`config.mk`:
```
export PLATFORM = sky130hd
export DESIGN_NAME = lag_pl_alloc_arbiter_flat
export DESIGN_NICKNAME = d
export VERILOG_FILES = /design/src/rtl/lag_pl_alloc_arbiter_pkg.sv /design/src/rtl/lag_pl_alloc_arbiter_if.sv /design/src/rtl/lag_pl_alloc_arbiter_rr.sv /design/src/rtl/lag_pl_alloc_arbiter.sv /design/src/flat_wrapper.sv
export SDC_FILE = /design/constraint.sdc
export NUM_CORES = 1
export LEC_CHECK = 0
export ABC_AREA = 1
export ABC_CLOCK_PERIOD_IN_PS = 3700
export BUFFER_PORTS_ARGS = -buffer_cell sky130_fd_sc_hd__buf_2
export CAP_MARGIN = 0
export CORE_ASPECT_RATIO = 1.1
export CORE_UTILIZATION = 50
export CTS_CLUSTER_SIZE = 14
export DETAILED_ROUTE_END_ITERATION = 10
export HOLD_SLACK_MARGIN = 0.12
export MAX_ROUTING_LAYER = met4
export PLACE_DENSITY = 0.79
export SLEW_MARGIN = 25
export SYNTH_ARGS = -nofsm -noshare
export SYNTH_HDL_FRONTEND = slang
export SYNTH_SLANG_ARGS = --single-unit
export TNS_END_PERCENT = 30
```
`constraint.sdc`:
```
create_clock -name clk -period 3.7 [get_ports clk]
set_clock_uncertainty 0.05 [all_clocks]
set_input_delay 0.74 -clock clk [delete_from_list [all_inputs] [get_ports clk]]
set_output_delay 0.74 -clock clk [all_outputs]
set_load 0.03 [all_outputs]
```
`src/rtl/lag_pl_alloc_arbiter_pkg.sv`:
```
// Shared constants and helpers for the per-output-port PL allocation arbiter.
// The PL vector width is router-global; the id type is derived from it.
package lag_pl_alloc_arbiter_pkg;

  function automatic int clog2(input int v);
    int r;
    r = 0;
    for (int i = 0; i < 31; i++) begin
      if ((1 << i) < v) r = i + 1;
    end
    return (r < 1) ? 1 : r;
  endfunction

  localparam int NUM_PLS_GLOBAL = 4;
  localparam int PL_ID_W        = clog2(NUM_PLS_GLOBAL);

  typedef logic [PL_ID_W-1:0]        pl_t;
  typedef logic [NUM_PLS_GLOBAL-1:0] pl_vec_t;

  // Bits below n are usable at a port with only n local PLs.
  function automatic pl_vec_t pl_local_mask(input int n);
    pl_vec_t m;
    m = '0;
    for (int i = 0; i < NUM_PLS_GLOBAL; i++) m[i] = (i < n);
    return m;
  endfunction

endpackage

```
`src/rtl/lag_pl_alloc_arbiter_if.sv`:
```
// Request/free-pool side of the PL allocation arbiter; master = requesters + free pool,
// slave = arbiter. Grant outputs are registered in the arbiter.
interface lag_pl_alloc_arbiter_if #(
  parameter int NUM_REQ = 5
);
  import lag_pl_alloc_arbiter_pkg::*;

  logic [NUM_REQ-1:0] req;
  pl_vec_t            pl_alloc_status;
  logic [NUM_REQ-1:0] grant;
  pl_t                grant_pl_id;
  pl_vec_t            pl_allocated;
  logic               busy;

  modport master (
    output req, pl_alloc_status,
    input  grant, grant_pl_id, pl_allocated, busy
  );

  modport slave (
    input  req, pl_alloc_status,
    output grant, grant_pl_id, pl_allocated, busy
  );

endinterface

```
`src/rtl/lag_pl_alloc_arbiter_rr.sv`:
```
// Round-robin requester pick (combinational) with a registered priority pointer that
// advances past the winner only when update_i is set.
module lag_pl_alloc_arbiter_rr
  import lag_pl_alloc_arbiter_pkg::*;
#(
  parameter int NUM_REQ = 5
) (
  input  logic               clk,
  input  logic               rst_n,
  input  logic [NUM_REQ-1:0] req_i,
  input  logic               update_i,
  output logic [NUM_REQ-1:0] gnt_o
);

  localparam int IDX_W = clog2(NUM_REQ);

  logic [IDX_W-1:0] ptr_q, ptr_d, win_idx;

  always_comb begin
    int               idx;
    logic             found;
    logic [IDX_W-1:0] sel;
    gnt_o   = '0;
    win_idx = '0;
    found   = 1'b0;
    idx     = 0;
    sel     = '0;
    for (int k = 0; k < NUM_REQ; k++) begin
      idx = int'(ptr_q) + k;
      if (idx >= NUM_REQ) idx = idx - NUM_REQ;
      sel = IDX_W'(idx);
      if (!found && req_i[sel]) begin
        found      = 1'b1;
        gnt_o[sel] = 1'b1;
        win_idx    = sel;
      end
    end
  end

  always_comb begin
    ptr_d = ptr_q;
    if (update_i) begin
      ptr_d = (int'(win_idx) == NUM_REQ - 1) ? '0 : win_idx + 1'b1;
    end
  end

  always_ff @(posedge clk or negedge rst_n) begin
    if (!rst_n) ptr_q <= '0;
    else        ptr_q <= ptr_d;
  end

endmodule

```
`src/rtl/lag_pl_alloc_arbiter.sv`:
```
// Per-output-port PL allocator: one round-robin requester and the lowest free PL per cycle,
// registered (latency 1). Requests wait (busy) while no PL is free; no PL is issued twice.
module lag_pl_alloc_arbiter
  import lag_pl_alloc_arbiter_pkg::*;
#(
  parameter int NUM_REQ       = 5,
  parameter int NUM_PLS_LOCAL = 4
) (
  input  logic                   clk,
  input  logic                   rst_n,
  lag_pl_alloc_arbiter_if.slave  arb_if
);

  localparam pl_vec_t LOCAL_MASK = pl_local_mask(NUM_PLS_LOCAL);

  logic [NUM_REQ-1:0] grant_q, grant_d, eff_req, rr_gnt;
  pl_vec_t            pl_allocated_q, pl_allocated_d, eff_free;
  pl_t                grant_pl_id_q, grant_pl_id_d, pl_sel;
  logic               busy_q, busy_d, do_grant;

  // Last cycle's grant is still visible upstream: hide that requester and that PL.
  assign eff_req  = arb_if.req & ~grant_q;
  assign eff_free = arb_if.pl_alloc_status & ~pl_allocated_q & LOCAL_MASK;
  assign do_grant = (|eff_req) && (|eff_free);

  always_comb begin
    pl_sel = '0;
    for (int i = NUM_PLS_GLOBAL - 1; i >= 0; i--) begin
      if (eff_free[i]) pl_sel = pl_t'(i);
    end
  end

  lag_pl_alloc_arbiter_rr #(
    .NUM_REQ (NUM_REQ)
  ) u_rr (
    .clk      (clk),
    .rst_n    (rst_n),
    .req_i    (eff_req),
    .update_i (do_grant),
    .gnt_o    (rr_gnt)
  );

  always_comb begin
    grant_d        = '0;
    grant_pl_id_d  = '0;
    pl_allocated_d = '0;
    busy_d         = 1'b0;
    if (do_grant) begin
      grant_d                = rr_gnt;
      grant_pl_id_d          = pl_sel;
      pl_allocated_d[pl_sel] = 1'b1;
    end else begin
      busy_d = |eff_req;
    end
  end

  always_ff @(posedge clk or negedge rst_n) begin
    if (!rst_n) begin
      grant_q        <= '0;
      grant_pl_id_q  <= '0;
      pl_allocated_q <= '0;
      busy_q         <= 1'b0;
    end else begin
      grant_q        <= grant_d;
      grant_pl_id_q  <= grant_pl_id_d;
      pl_allocated_q <= pl_allocated_d;
      busy_q         <= busy_d;
    end
  end

  assign arb_if.grant        = grant_q;
  assign arb_if.grant_pl_id  = grant_pl_id_q;
  assign arb_if.pl_allocated = pl_allocated_q;
  assign arb_if.busy         = busy_q;

  a_grant_onehot: assert property (@(posedge clk) disable iff (!rst_n) $onehot0(grant_q));
  a_alloc_onehot: assert property (@(posedge clk) disable iff (!rst_n) $onehot0(pl_allocated_q));
  a_pl_local:     assert property (@(posedge clk) disable iff (!rst_n)
                                   (|grant_q) |-> (int'(grant_pl_id_q) < NUM_PLS_LOCAL));
  a_pl_was_free:  assert property (@(posedge clk) disable iff (!rst_n)
                                   do_grant |-> arb_if.pl_alloc_status[pl_sel]);
  a_alloc_match:  assert property (@(posedge clk) disable iff (!rst_n)
                                   (|grant_q) |-> (pl_allocated_q == (pl_vec_t'(1) << grant_pl_id_q)));

endmodule
```
`src/flat_wrapper.sv`:
```
// flat-port wrapper written by rule: the top's interface ports become plain ports
module lag_pl_alloc_arbiter_flat import lag_pl_alloc_arbiter_pkg::*;
#(
  parameter int NUM_REQ       = 5,
  parameter int NUM_PLS_LOCAL = 4
)
  (clk, rst_n, arb_if_req, arb_if_pl_alloc_status, arb_if_grant, arb_if_grant_pl_id, arb_if_pl_allocated, arb_if_busy);
  lag_pl_alloc_arbiter_if #(.NUM_REQ(NUM_REQ)) arb_if_i ();
  input  logic clk;
  input  logic rst_n;
  input wire logic [$bits(arb_if_i.req)-1:0] arb_if_req;
  input wire logic [$bits(arb_if_i.pl_alloc_status)-1:0] arb_if_pl_alloc_status;
  output wire logic [$bits(arb_if_i.grant)-1:0] arb_if_grant;
  output wire logic [$bits(arb_if_i.grant_pl_id)-1:0] arb_if_grant_pl_id;
  output wire logic [$bits(arb_if_i.pl_allocated)-1:0] arb_if_pl_allocated;
  output wire logic [$bits(arb_if_i.busy)-1:0] arb_if_busy;
  assign arb_if_i.req = arb_if_req;
  assign arb_if_i.pl_alloc_status = arb_if_pl_alloc_status;
  assign arb_if_grant = arb_if_i.grant;
  assign arb_if_grant_pl_id = arb_if_i.grant_pl_id;
  assign arb_if_pl_allocated = arb_if_i.pl_allocated;
  assign arb_if_busy = arb_if_i.busy;
  lag_pl_alloc_arbiter #(.NUM_REQ(NUM_REQ), .NUM_PLS_LOCAL(NUM_PLS_LOCAL)) u_core (.clk(clk), .rst_n(rst_n), .arb_if(arb_if_i));
endmodule
```
==> metrics.md <==
| Metric | Value |
|---|---|
| Crit path DAT | 3520 ps |
| Clock latency on the worst-skew pair | 250 ps |
| Layout Cells excl Fill | 375 |
| CP most frequent cell | inv_1 |
| Routed via count | 1961 |
| Layout fillers | 360 |
| Top cells by area, synth | dfrtp_1 (20%), nand2_1 (17%), inv_1 (8.7%) |
| Synth top area share | 19.79% |
| Root buf cell | clkbuf_8 |
| Top cells by count, synth | nand2_1 (84), inv_1 (44), nor2_1 (27) |
| Postcts setup bufs | 0 |
| Register area share after synthesis | approximately a fifth |
| Placer Congestion | about 0.98 |
| CTS HTree Levels | 1 |
| CORE AREA | 3626 sq um |
| Avg Inst Size Synth | between 6 and 7 sq um |
| Status | finished clean |
| Post-synth EDFFs | 0 |
| Hold WC Path Type | in -> async |
| RSZ-0062 raised after global routing | false |
| PortBufs | 22 |
| Diode count | 0 |
| Synth Instances | 299 |
| CP Launch Type | flip-flop |
| Height of the die | between 60 and 70 um |
| Layout cells sized above 1 | 25.85% |
| Syn-to-layout area delta | 11.48% |
| Initial antenna violation count | 0 |
| Most frequent cell after synthesis | nand2_1 |
| Crit share post-route | 93.82% |
| Via-per-instance ratio | about 5.2 |
| Flop-to-flop setup slack | 230 ps |
| CTS hold repair buffers | 0 |
| CTS tree | built |
| Maximum clock insertion buffer count | 2 |
| Final hold vios | 0 |
| Ports | 23 |
| Critical Path Sink Type | flip-flop |
| Die ar. | around 4000 sq um |
| Clock sink total | 15 |
| Dominant synthesized flop cell | dfrtp_1 |
| First-pass GRT wire length | 7.879 mm |
| Post-Route Setup TNS | 0 ps |
| Core Rows | 23 |
| Max-cap violations | 0 |
| Clock buffer count from CTS | 3 |
| Die X | approximately 61 um |
| Initial core utilization | 52.31% |
| Slowest CP cell | dfrtp_1 |
| Worst setup path class | reg -> reg |
| DP HPWL | 3.873 mm |
| Residual DRC count | 0 |
| Largest net degree at the start of global routing | 16 |
| Period minus WS final | 3471 ps |
| Vias in the first global route | 1774 |
| Synth Register Bits | 15 |
| Nets | 349 |
| Routed wire per std cell | 12.48 um |
| Gr usage total | 26.53% |
| R2r endpoint | u_core.u_rr.ptr_q[1] |
| Upper clock frequency limit | 288.1 MHz |
| Largest fanout on the critical path | 10 |
| DRT Pass-1 Iters | 4 |
| Placed cells | 371 |
| Critical Path Max Stage Delay | 580 ps |
| Mapped Area | 1897 sq um |
| Worst flop-to-flop path startpoint | u_core.u_rr.ptr_q[1] |
| Slew Viols, Final | 0 |
| Final WL | 4.680 mm |
| Crit-path cells | ha_1, inv_1, fa_1, inv_1, nand2_2, a21oi_1, nor2_1, nand3_1, nand3_2, inv_2, nand4_4, inv_1, nand2_1, a21oi_2, inv_2, ha_1, nand2_1, o21ai_0 |
| Area leader, netlist | dfrtp_1 |
| Post-cts sizing count | 0 |
| Post-synth cell types | 32 |
| WP data required | 3750 ps |
| Post-Synthesis Net Count | around 320 |
| Worst slew pin tran | 559.8 ps |
| Fraction of registers with async set/reset | 100.0% |
| Grt total ovfl | 0 |
| Detail Route Antenna Nets | 0 |
| Slew margin rel. | about 62% |
| Reg clk slew, reported paths | 60 ps |
| R2R depth | 18 |
| Yosys Warn Count | 0 |
| Violation count after the first detailed-route iteration | 96 |
| Setup-failing EPs final | 0 |
how the worst max path moves through the flow:
stage	from	depth (start not counted)	slack, ps	endpoint
floorplan	u_core.u_rr.ptr_q[1]	18	720	u_core.u_rr.ptr_q[1]
global placement	u_core.u_rr.ptr_q[1]	18	340	u_core.u_rr.ptr_q[1]
detailed placement	u_core.u_rr.ptr_q[1]	18	260	u_core.u_rr.ptr_q[1]
CTS	u_core.u_rr.ptr_q[1]	18	240	u_core.u_rr.ptr_q[1]
global route	u_core.u_rr.ptr_q[1]	18	20	u_core.u_rr.ptr_q[1]
finish	u_core.u_rr.ptr_q[1]	18	230	u_core.u_rr.ptr_q[1]
logic make-up after synthesis:
group / Yosys count / share of synthesized area [%]
adder cells (fa/ha/maj): 12 / 8.311
AO/OA/AOI/OAI: 32 / 10.49
flip-flops: 15 / 19.79
XOR/XNOR: 1 / 0.8578
AND/OR/NAND/NOR: 180 / 48.48
buffers and inverters: 59 / 12.07
routing by layer:
layer	routed length, um	global-route usage [%]	share of wire (%)
met2	2345	45.60	50
met1	2098	31.94	45
met4	122	9.659	2.6
met3	114	2.330	2.4
met5	0	-	0
cell type report:
type                            count  area (sq um)  share of cell area (%)
Multi-Input combinational cell    225          1292                   61.12
Sequential cell                    15         375.4                   17.75
Inverter                           57         214.0                   10.12
Timing Repair Buffer               24         125.1                   5.917
Tap cell                           50         62.56                   2.959
Clock buffer                        4         45.04                   2.130
flip-flops by register name, indices dropped and copies added (netlist names):
| register | flops |
|---|---|
| u_core.arb_if.busy | 1 |
| u_core.arb_if.grant | 5 |
| u_core.arb_if.grant_pl_id | 2 |
| u_core.arb_if.pl_allocated | 4 |
| u_core.u_rr.ptr_q | 3 |
critical path: cells and delay by family (launching register included):
kind | cells | cell delay, ps
simple gates | 7 | 770
fa+ha+maj | 3 | 880
flops | 1 | 580
compound gates | 3 | 620
buf+inv | 5 | 410
through the flow:
stage | utilization, % | hold WS, ps | area [sq um] | setup slack (ps)
final | 58.32 | 333.0 | 2115 | 228.5
after CTS | 58.32 | 343.6 | 2115 | 237.9
after global routing | 58.32 | 355.3 | 2115 | 22.89
after global placement | 57.07 | 497.9 | 2069 | 343.9
after detailed placement | 57.07 | 504.2 | 2069 | 255.3
after floorplan | - | 394.4 | 1897 | 721.0
layout by cell type, fill, tap and decap left out, types with 6 or more instances in the layout:
cell type and n:
nand3_1 18, inv_1 44, ha_1 11, nor2_1 27, buf_2 22, dfrtp_1 15, nand3_2 6, a21oi_1 7
nand2_2 16, nand2_1 84, inv_2 13, o21ai_0 9, nand4_1 8
Power is not shown: default switching activity piles up to over one toggle a cycle in this logic, so the estimate is an artifact.
